File: src/rtl/serial_neg_pkg.sv
// Shared definitions for the bit-serial negate scheduler: FSM encoding and default word width.
package serial_neg_pkg;
  localparam int DEFAULT_WIDTH = 4;

  typedef enum logic [1:0] {
    S_IDLE  = 2'b00,
    S_SHIFT = 2'b01,
    S_DONE  = 2'b10
  } state_t;
endpackage

File: src/rtl/serial_neg_cell.sv
// Bit-serial two's-complement cell: copies bits up to and including the first 1, inverts the rest.
// One bit per clock, no backpressure; 'first' marks the LSB and clears the history combinationally.
module serial_neg_cell (
  input  logic clk,
  input  logic reset_n,
  input  logic bit_in,
  input  logic neg,
  input  logic first,
  output logic bit_out
);
  logic r_seen_one;
  logic w_seen_one;

  assign w_seen_one = first ? 1'b0 : r_seen_one;
  assign bit_out    = (neg && w_seen_one) ? ~bit_in : bit_in;

  always_ff @(posedge clk or negedge reset_n) begin
    if (!reset_n) r_seen_one <= 1'b0;
    else          r_seen_one <= w_seen_one | bit_in;
  end
endmodule

File: src/rtl/serial_neg_scheduler.sv
// Round-robin shares one serial negate cell between two word requesters; result valid WIDTH clocks
// after accept, held in DONE until res_ready; no new accept while busy (issue interval WIDTH+2).
module serial_neg_scheduler
  import serial_neg_pkg::*;
#(
  parameter int WIDTH = DEFAULT_WIDTH
) (
  input  logic             clk,
  input  logic             reset_n,
  input  logic             req0_valid,
  input  logic [WIDTH-1:0] req0_data,
  input  logic             req0_neg,
  output logic             req0_ready,
  input  logic             req1_valid,
  input  logic [WIDTH-1:0] req1_data,
  input  logic             req1_neg,
  output logic             req1_ready,
  output logic             res_valid,
  output logic [WIDTH-1:0] res_data,
  output logic             res_id,
  input  logic             res_ready,
  output logic             ser_bit,
  output logic             ser_first,
  output logic             busy
);
  localparam int CW = (WIDTH > 1) ? $clog2(WIDTH) : 1;

  state_t           r_state;
  state_t           w_next;
  logic [WIDTH-1:0] r_sh;
  logic [WIDTH-1:0] r_res;
  logic [CW-1:0]    r_cnt;
  logic             r_neg;
  logic             r_id;
  logic             r_last_grant;
  logic             w_grant0;
  logic             w_grant1;
  logic             w_accept;
  logic             w_shift;
  logic             w_first;
  logic             w_last_bit;
  logic             w_cell_out;

  // On a tie the requester that did not win last time is granted.
  assign w_grant0   = req0_valid && (!req1_valid || r_last_grant);
  assign w_grant1   = req1_valid && !w_grant0;
  assign w_shift    = (r_state == S_SHIFT);
  assign w_first    = (r_cnt == '0);
  assign w_last_bit = (r_cnt == CW'(WIDTH - 1));

  serial_neg_cell u_cell (
    .clk     (clk),
    .reset_n (reset_n),
    .bit_in  (w_shift & r_sh[0]),
    .neg     (r_neg),
    .first   (w_first),
    .bit_out (w_cell_out)
  );

  always_ff @(posedge clk or negedge reset_n) begin
    if (!reset_n) r_state <= S_IDLE;
    else          r_state <= w_next;
  end

  always_comb begin
    w_next     = r_state;
    w_accept   = 1'b0;
    req0_ready = 1'b0;
    req1_ready = 1'b0;
    res_valid  = 1'b0;
    ser_bit    = 1'b0;
    ser_first  = 1'b0;
    unique case (r_state)
      S_IDLE: begin
        req0_ready = w_grant0;
        req1_ready = w_grant1;
        w_accept   = w_grant0 | w_grant1;
        if (w_accept) w_next = S_SHIFT;
      end
      S_SHIFT: begin
        ser_bit   = w_cell_out;
        ser_first = w_first;
        if (w_last_bit) w_next = S_DONE;
      end
      S_DONE: begin
        res_valid = 1'b1;
        if (res_ready) w_next = S_IDLE;
      end
      default: w_next = S_IDLE;
    endcase
  end

  assign busy     = (r_state != S_IDLE);
  assign res_data = r_res;
  assign res_id   = r_id;

  always_ff @(posedge clk or negedge reset_n) begin
    if (!reset_n) begin
      r_sh         <= '0;
      r_res        <= '0;
      r_cnt        <= '0;
      r_neg        <= 1'b0;
      r_id         <= 1'b0;
      r_last_grant <= 1'b1;
    end else if (w_accept) begin
      r_sh         <= w_grant1 ? req1_data : req0_data;
      r_neg        <= w_grant1 ? req1_neg : req0_neg;
      r_id         <= w_grant1;
      r_last_grant <= w_grant1;
      r_cnt        <= '0;
    end else if (w_shift) begin
      // Result fills from the MSB end so the LSB-first stream lands in place after WIDTH shifts.
      r_res <= {w_cell_out, r_res[WIDTH-1:1]};
      r_sh  <= r_sh >> 1;
      r_cnt <= r_cnt + 1'b1;
    end
  end
endmodule

File: config.mk
export PLATFORM = sky130hd
export DESIGN_NAME = serial_neg_scheduler
export DESIGN_NICKNAME = d
export VERILOG_FILES = /design/src/rtl/serial_neg_pkg.sv /design/src/rtl/serial_neg_cell.sv /design/src/rtl/serial_neg_scheduler.sv
export SDC_FILE = /design/constraint.sdc
export NUM_CORES = 1
export LEC_CHECK = 0
export CORE_MARGIN = 3
export CORE_UTILIZATION = 25
export CTS_BUF_LIST = sky130_fd_sc_hd__clkbuf_8
export DETAILED_ROUTE_END_ITERATION = 10
export SYNTH_ARGS = -nofsm -noshare
export SYNTH_HDL_FRONTEND = slang
export SYNTH_HIERARCHICAL = 1
export SYNTH_SLANG_ARGS = --single-unit
File: constraint.sdc
create_clock -name clk -period 2.2 [get_ports clk]
set_clock_uncertainty 0.2 [all_clocks]
set_input_delay 0.33 -clock clk [delete_from_list [all_inputs] [get_ports clk]]
set_output_delay 0.33 -clock clk [all_outputs]
set_load 0.01 [all_outputs]
==> impl_metrics.env <==
export IMPL_status="complete, no violations"
export IMPL_synth_xor_area_share_pct=1.067
export IMPL_grt_pass1_vias=689
export IMPL_core_area_um2=3103
export IMPL_crit_required_ns=1.67
export IMPL_slew_viol_final=0
export IMPL_vdd_ir_drop_max_mv=0.5582
export IMPL_drt_iter0_markers=12
export IMPL_power_leakage_uw=0.0005774
export IMPL_slew_headroom_pct=78.79
export IMPL_avgRoutedWirePerCell_um=11.36
export IMPL_hold_class="in2async"
export IMPL_std_cell_rows=20
export IMPL_start_util_pct=26.45
export IMPL_holdBufCountCts=0
export IMPL_synth_seq_cells=16
export IMPL_clockBufferDepth=2
export IMPL_synth_cell_area_um2=820.8
export IMPL_synth_top_family_by_area="simple AND/OR/NAND/NOR gates"
export IMPL_dieWidth_um=63.30
export IMPL_drive_gt1_share_pct=17.95
export IMPL_post_route_util_pct=39.72
export IMPL_grt_start_max_net_pins=17
export IMPL_syn_to_final_growth_pct=50.15
export IMPL_setup_viol=0
export IMPL_syn_nets=100
export IMPL_antenna_found_initial=0
export IMPL_clkLatencyLatePin_ns=0.25
export IMPL_tightestPinTransition_ns=0.3182
export IMPL_wl_um=1829
export IMPL_rsz0062_at_grt="false"
export IMPL_arrival_ns=1.53
export IMPL_grt_total_usage_pct=9.801
export IMPL_placed_area_um2=1162
export IMPL_via_count=710
export IMPL_finalHoldViolCount=0
export IMPL_synthSimpleGateAreaFrac_pct=18.75
export IMPL_path_class="reg2out"
export IMPL_overflow=0
export IMPL_tritoncts="done"
export IMPL_via_per_inst=4.410
export IMPL_muxShareOfSynthArea_pct=6.402
export IMPL_antenna_left=0
export IMPL_crit_fanout=6
export IMPL_startpoint_type="register"
export IMPL_ys_seq_area_share_pct=48.93
export IMPL_clockRootBuffer="clkbuf_8"
export IMPL_port_buffers=25
export IMPL_syn_inst=83
export IMPL_dp_hpwl_um=1452
export IMPL_synth_cell_types=28
export IMPL_maxCapViolCount=0
export IMPL_fp_dieArea_um2=4007
export IMPL_synth_warning_count=6
export IMPL_design_area_um2=1232
export IMPL_syn_area_per_cell_um2=9.889
export IMPL_synth_adder_area_share_pct=3.049
export IMPL_clock_sinks=16
export IMPL_numCtsBuffers=3
export IMPL_pin_count=26
export IMPL_nNetsFinal=135
export IMPL_grt_pass1_wl_um=3105
export IMPL_antenna_cells=0
export IMPL_synth_compound_area_share_pct=17.53
export IMPL_fin_total_pwr_uw=1606
export IMPL_path_clk_slew_ns=0.07
export IMPL_endpoint_kind="output pin"
export IMPL_die_h_um=63.30
export IMPL_cts_max_level=1
export IMPL_fmax_mhz=485.8
export IMPL_power_density_nw_per_um2=1303
export IMPL_dr_pass1_iters=4
export IMPL_place_congestion=0.7829
export IMPL_drc=0
export IMPL_period_minus_slack_ns=2.058
export IMPL_fin_crit_sh_pct=93.56
-- Yosys cell counts --
library cell  count  area, µm²
dfrtp_1          15      375.4
nand2_1          12      45.04
a21oi_1           7      35.03
nor2_1            6      22.52
inv_1             5      18.77
a21o_1            4      30.03
and2_1            4      25.02
a211oi_1          3      22.52
mux2i_1           3      30.03
o21ai_0           3      15.01
ha_1              2      25.02
mux2_2            2      22.52
or2b_1            2      15.01
a21boi_4          1      18.77
a31oi_1           1      6.260
a32oi_1           1      8.760
and3_1            1      6.260
buf_2             1      5.000
buf_4             1      7.510
clkbuf_1          1      3.750
dfstp_2           1      26.28
nand3b_1          1      7.510
nor2_4            1      11.26
nor2b_1           1      6.260
nor4b_1           1      8.760
o31ai_1           1      7.510
or3_1             1      6.260
xnor2_1           1      8.760
-- layout make-up --
type / instances / area [µm²]
multi-input cells: 59 / 396.6
repair buffers: 33 / 305.3
well taps: 44 / 55.05
flip-flops and latches: 16 / 401.6
fillers: 335 / 1871
clock buffers: 4 / 55.05
inverters: 5 / 18.77
-- sequential cells by signal, indices dropped and copies added, names as in the netlist --
name               flops
u_cell/r_seen_one      1
r_sh                   4
r_cnt                  2
r_state                2
r_neg                  1
res_id                 1
res_data               4
r_last_grant           1
-- repair_timing --
item,CTS,global route
pin swaps,0,1
resized for setup,5,5
setup buffers,0,1
endpoints found under the hold margin,0,0
setup endpoints to repair,4,2
-- per-layer routing --
metal	GRT usage (%)	wire length, µm	vias up
met2	17.39	920	15
met3	2.317	78	2
li1	-	-	355
met1	10.89	803	338
met5	0	0	-
met4	4.852	27	0
-- power by group --
group | switching [µW] | total (µW) | internal (µW)
clock | 104 | 263 | 159
sequential | 85.1 | 527 | 442
combinational | 386 | 816 | 430
-- path summary, 6_finish.rpt --
kind,slack [ns],cells after the start,endpoint,startpoint
min,0.19,2,r_sh[3],reset_n
max reg2reg,0.54,4,r_neg,r_last_grant
max,0.14,4,busy,r_state[0]
min reg2reg,0.28,1,res_id,res_id
max in group asynchronous,1.36,2,r_last_grant,reset_n
min in group clk,0.28,1,res_id,res_id
-- cells in the final DEF, fill, tap and decap left out, types with 2 or more instances in the layout --
cell type and n:
nor2_4 2, or2b_1 2, dlygate4sd2_1 2, clkdlybuf4s50_1 21, dfrtp_1 15, o21ai_0 3
mux2_2 2, a21oi_1 7, buf_4 8, inv_1 5, ha_1 2, nor2_1 5
nand2_1 12, clkbuf_8 4, a211oi_1 3, mux2i_1 3, a21o_1 4, and2_1 3
-- cell families (layout without fill, tap and decap cells) --
kind of cell             count (synthesis)  count (layout)
adder cells (fa/ha/maj)                  2               2
buffers and inverters                    8              42
XOR/XNOR                                 1               1
multiplexers                             5               5
flip-flops                              16              16
AND/OR/NAND/NOR                         30              30
AO/OA/AOI/OAI                           21              21
-- metrics by stage --
stage                     setup slack, ns  setup TNS [ns]  hold slack [ns]  std cells
after floorplan                    0.5063               0          -0.1656         83
after global placement           -0.03326        -0.04166           0.2570        156
after detailed placement         -0.05694        -0.07858           0.2692        156
after CTS                         0.01462               0           0.2011        160
after global routing              0.03802               0           0.2370        161
final                              0.1416               0           0.1921        161
-- critical path, cell delays in order (launching register included) --
cell             delay (ns)
dfrtp_1                0.38
buf_4                  0.16
nor2_4                 0.14
inv_1                  0.10
clkdlybuf4s50_1        0.49
(Power assumes the default switching activity.)
==> patch 1 (config.mk and constraints unchanged) <==
`DEFAULT_WIDTH`: 4 -> 16.
--- a/src/rtl/serial_neg_pkg.sv
+++ b/src/rtl/serial_neg_pkg.sv
@@ -2,3 +2,3 @@
 package serial_neg_pkg;
-  localparam int DEFAULT_WIDTH = 4;
+  localparam int DEFAULT_WIDTH = 16;
 
Ports: changed (resized req0_data, req1_data and res_data); port bits go from 26 to 62. The function was not compared with the original's and may differ.
==> patch 1 against the unedited design <==
Combinational power up 130%. Sequential cell count up 26. Routed wire length rose to 2.7 times the old value. Area after synthesis rose to 2.6 times the old value. Power up 130%. Worst setup slack worse by 0.083 ns. Via count up 140%. Cell area up 140%. Count of clock-buffer cells in the layout up 1.
==> patch 1: results <==
export IMPL_placed_cells=377
export IMPL_p_leak_nw=1.37
export IMPL_postCtsSetupRepairBufs=0
export IMPL_seq_area_frac_synth_pct=50.2
export IMPL_hpwl_um=3500
export IMPL_clockBufferDepth=2
export IMPL_dr_pass1_iters=4
export IMPL_cts_root_buffer="clkbuf_8"
export IMPL_status="complete, no violations"
export IMPL_yosys_top_cells_area="dfrtp_1 (49%), nand2_1 (8.9%), mux2i_1 (7.6%), a221oi_2 (4.3%), a221oi_1 (3.8%)"
export IMPL_syn_nets=251
export IMPL_synth_xor_xnor_area_share_pct=0.835
export IMPL_crit_fanout=2
export IMPL_n_antenna_cell=0
export IMPL_wl_per_cell_um=12.6
export IMPL_yosys_area_share_adder_pct=1.19
export IMPL_grt_pass1_vias=1698
export IMPL_clk_latency_ns=0.29
export IMPL_drc_errors=0
export IMPL_cp_arrival_ns=1.61
export IMPL_portBuffers=61
export IMPL_power_ir_vdd_worst_mv=0.400
export IMPL_grt_usage_pct=10.5
export IMPL_drt_iter0_markers=67
export IMPL_nNetsFinal=324
export IMPL_synth_warnings=6
export IMPL_grt_pass1_wl_um=8190
export IMPL_vias_per_cell=4.42
export IMPL_synth_common_cells="nand2_1 (50), dfrtp_1 (41), inv_1 (20), nor2_1 (17), mux2i_1 (16)"
export IMPL_clk_pin_slew_ns=0.08
export IMPL_cts_htree_levels=2
export IMPL_hold_slack_ns=0.291
export IMPL_syn_area_per_cell_um2=9.99
export IMPL_cts_buffers=5
export IMPL_vias=1708
export IMPL_drive_gt1_share_pct=14.4
export IMPL_slew_headroom_pct=68.1
export IMPL_antenna_found_initial=0
export IMPL_min_path_type="flop to flop"
export IMPL_r2r_slack_ns=0.42
export IMPL_gp_congestion=0.662
export IMPL_synthMuxAreaShare_pct=8.17
export IMPL_synth_compound_gate_area_share_pct=13.5
export IMPL_grt_max_degree=36
export IMPL_synth_async_reset_ratio_pct=100
export IMPL_yosysUniqueCellTypes=39
-- patch 1: layer usage --
layer  track usage, %  part of all wire (%)  up-vias  wire, um
met5                0                     0        -         0
met4             2.56                  0.82        0        40
met3             3.30                   5.9        6       285
met2             17.3                    47       49      2300
met1             13.3                    46      812      2240
li1                 -                     -      841         -
-- patch 1: path summary, 6_finish.rpt --
kind,from,endpoint,depth (start not counted)
setup / recovery,r_cnt[0],ser_bit,7
hold / removal,res_data[0],res_data[0],2
setup reg to reg,r_state[1],r_sh[1],6
hold reg to reg,res_data[0],res_data[0],2
max in group asynchronous,reset_n,r_neg,3
min in group asynchronous,reset_n,res_id,2
-- patch 1: through the flow --
| stage | power, mW | worst slack [ns] | setup TNS [ns] | instance area [um2] |
|---|---|---|---|---|
| 2_1_floorplan | 2.54 | 0.334 | 0 | 2100 |
| 3_3_place_gp | 3.30 | -0.0507 | -0.0593 | 2860 |
| 3_5_place_dp | 3.35 | -0.0514 | -0.0940 | 2860 |
| 4_1_cts | 3.83 | 0.0439 | 0 | 2950 |
| 5_1_grt | 4.11 | -0.0572 | -0.0572 | 2960 |
| 6_report | 3.77 | 0.0587 | 0 | 2960 |
-- patch 1: cell families after synthesis --
| family | Yosys count |
|---|---|
| AO/OA/AOI/OAI | 31 |
| XOR/XNOR | 2 |
| adder cells (fa/ha/maj) | 2 |
| buffers and inverters | 31 |
| flip-flops | 42 |
| multiplexers | 17 |
| AND/OR/NAND/NOR | 85 |
-- patch 1: cell type report --
type / instances / area, um2
Fill cell: 825 / 4970
Sequential cell: 42 / 1050
Multi-Input combinational cell: 137 / 880
Timing Repair Buffer: 77 / 732
Tap cell: 102 / 128
Inverter: 20 / 75.1
Clock buffer: 5 / 68.8
Clock inverter: 3 / 21.3
-- patch 1: worst max-delay path: stages, from the launching register on --
cell      delay (ns)
dfrtp_1         0.35
inv_1           0.05
ha_2            0.16
nor3b_2         0.15
nand3b_1        0.16
xnor2_1         0.15
and2_1          0.16
buf_2           0.13
-- patch 1: timing repair --
action                                  CTS  global route
resized for setup                         9             2
pin swaps                                 0             1
endpoints found under the hold margin    19             0
endpoints found under the setup margin    5             1
hold buffers                              1             0
-- patch 1: power breakdown --
| group | internal, mW | switching [mW] |
|---|---|---|
| Combinational | 0.958 | 0.928 |
| Clock | 0.223 | 0.276 |
| Sequential | 1.15 | 0.232 |
==> patch 2 (config.mk and constraints unchanged) <==
Without the edit above. Re-encode `state_t` (3 states) as one-hot, 3 bits wide.
--- a/src/rtl/serial_neg_pkg.sv
+++ b/src/rtl/serial_neg_pkg.sv
@@ -4,6 +4,6 @@
 
-  typedef enum logic [1:0] {
-    S_IDLE  = 2'b00,
-    S_SHIFT = 2'b01,
-    S_DONE  = 2'b10
+  typedef enum logic [2:0] {
+    S_IDLE  = 3'b001,
+    S_SHIFT = 3'b010,
+    S_DONE  = 3'b100
   } state_t;
Function: no difference found for any inputs over 10 cycles, from zero or initial values and one cycle with reset_n low; not proved beyond that.
==> patch 2 against the unedited design <==
Highest routed layer unchanged. Routed wire length is 9.0% higher. Worst setup slack got worse by 0.13 ns. Cell area is 7.8% higher. Largest cell class unchanged. Area after synthesis is 4.6% higher. Critical path depth is 2 higher. Clock power decreased by 11%. Power down 3.6%. Critical path type unchanged. Largest power group unchanged. Sequential cell count up 1.
==> patch 2: results <==
export IMPL_slowest_delay_ns=0.38
export IMPL_wl_um=1990
export IMPL_drt_iter0_markers=20
export IMPL_yosysUniqueCellTypes=29
export IMPL_status="complete, no violations"
export IMPL_yosys_top_cells_area="dfrtp_1 (44%), mux2i_1 (7.0%), dfstp_2 (6.1%), nand2_1 (5.7%), o32ai_1 (3.1%)"
export IMPL_hpwl_um=1590
export IMPL_dr_pass1_iters=2
export IMPL_hold_slack_ns=0.190
export IMPL_fillers=349
export IMPL_seq_area_frac_synth_pct=49.9
export IMPL_antenna_found_initial=0
export IMPL_power_ir_vdd_worst_mv=0.452
export IMPL_start_util_pct=27.2
export IMPL_crit_path_top_delay_cell="dfrtp_1"
export IMPL_power_switching_mw=0.536
export IMPL_grt_pass1_wl_um=3470
export IMPL_grt_max_degree=18
export IMPL_slew_headroom_pct=74.0
export IMPL_gp_congestion=0.694
export IMPL_cp_arrival_ns=1.66
export IMPL_drive_gt1_share_pct=23.2
export IMPL_vias_per_cell=4.46
export IMPL_rr_endpoint="r_sh[1]"
export IMPL_grt_usage_pct=10.7
export IMPL_nNetsFinal=143
export IMPL_critPathTopFamily="flip-flops"
export IMPL_cp_startpoint="r_cnt[1]"
export IMPL_p_leak_nw=0.649
export IMPL_worstReg2RegStart="r_state[2]"
export IMPL_synth_common_cells="dfrtp_1 (15), nand2_1 (13), mux2i_1 (6), inv_1 (5)"
export IMPL_grt_pass1_vias=809
export IMPL_r2r_slack_ns=0.52
export IMPL_cts_root_buffer="clkbuf_8"
export IMPL_synth_top_area_share_pct=43.7
export IMPL_clk_latency_ns=0.25
export IMPL_crit_fanout=3
export IMPL_place_area_um2=1260
## patch 2: cell count changes in the layout (fill, tap and decap cells not counted), sizes merged, moves of 3 or more
cell         before  now
a21oi             7    2
buf               8   16
dlygate4sd2       2    5
mux2i             3    6
nor2              7    4
nor3b             0    3
o211ai            0    3
o32ai             0    3
## patch 2: power groups by stage
stage               clock network, mW  registers [mW]  logic [mW]
detailed placement                  0           0.549       0.762
CTS                             0.247           0.549       0.777
global route                    0.260           0.565       0.853
global placement                    0           0.541       0.752
floorplan                           0           0.554       0.396
finish                          0.234           0.547       0.767
## patch 2: cell type report
cell class / instances / area share (%)
Sequential cell: 17 / 32.2
Multi-Input combinational cell: 57 / 30.9
Timing Repair Buffer: 41 / 27.6
Tap cell: 44 / 4.14
Clock buffer: 3 / 3.11
Inverter: 6 / 1.69
Clock inverter: 1 / 0.377
## patch 2: metrics by stage
stage / total power [mW] / setup slack (ns) / cells / TNS [ns] / util, %
2_1_floorplan: 0.949 / 0.396 / 83 / 0 / -
3_3_place_gp: 1.29 / -0.0348 / 164 / -0.0612 / 40.0
3_5_place_dp: 1.31 / -0.0666 / 164 / -0.0666 / 40.0
4_1_cts: 1.57 / 0.0119 / 169 / 0 / 41.9
5_1_grt: 1.68 / -0.0695 / 169 / -0.0695 / 42.1
6_report: 1.55 / 0.0101 / 169 / 0 / 42.1
## patch 2: kinds of logic after synthesis
family,Yosys count,synth area share [%]
mux,6,7.00
simple gates,29,18.7
compound gates,18,15.3
buf+inv,9,4.23
xor+xnor,2,2.04
fa+ha+maj,2,2.91
flops,17,49.9
## patch 2: worst max-delay path by stage
stage	end	slack, ns	depth (start not counted)
after detailed placement	req1_ready	-0.07	4
after floorplan	ser_bit	0.40	5
final	ser_bit	0.01	6
after global routing	ser_bit	-0.07	6
after CTS	ser_bit	0.01	6
after global placement	req1_ready	-0.03	4
## patch 2: metal layers
layer / track usage, % / vias up / wire (um)
li1: - / 369 / -
met1: 12.0 / 356 / 834
met2: 19.1 / 24 / 1000
met3: 2.08 / 5 / 112
met4: 5.54 / 0 / 45
met5: 0 / - / 0
## patch 2: repair_timing
action,4_1_cts,5_1_grt
endpoints found under the hold margin,0,0
pin swaps,0,1
endpoints found under the setup margin,6,2
setup buffers,1,0
gates resized for setup,7,3
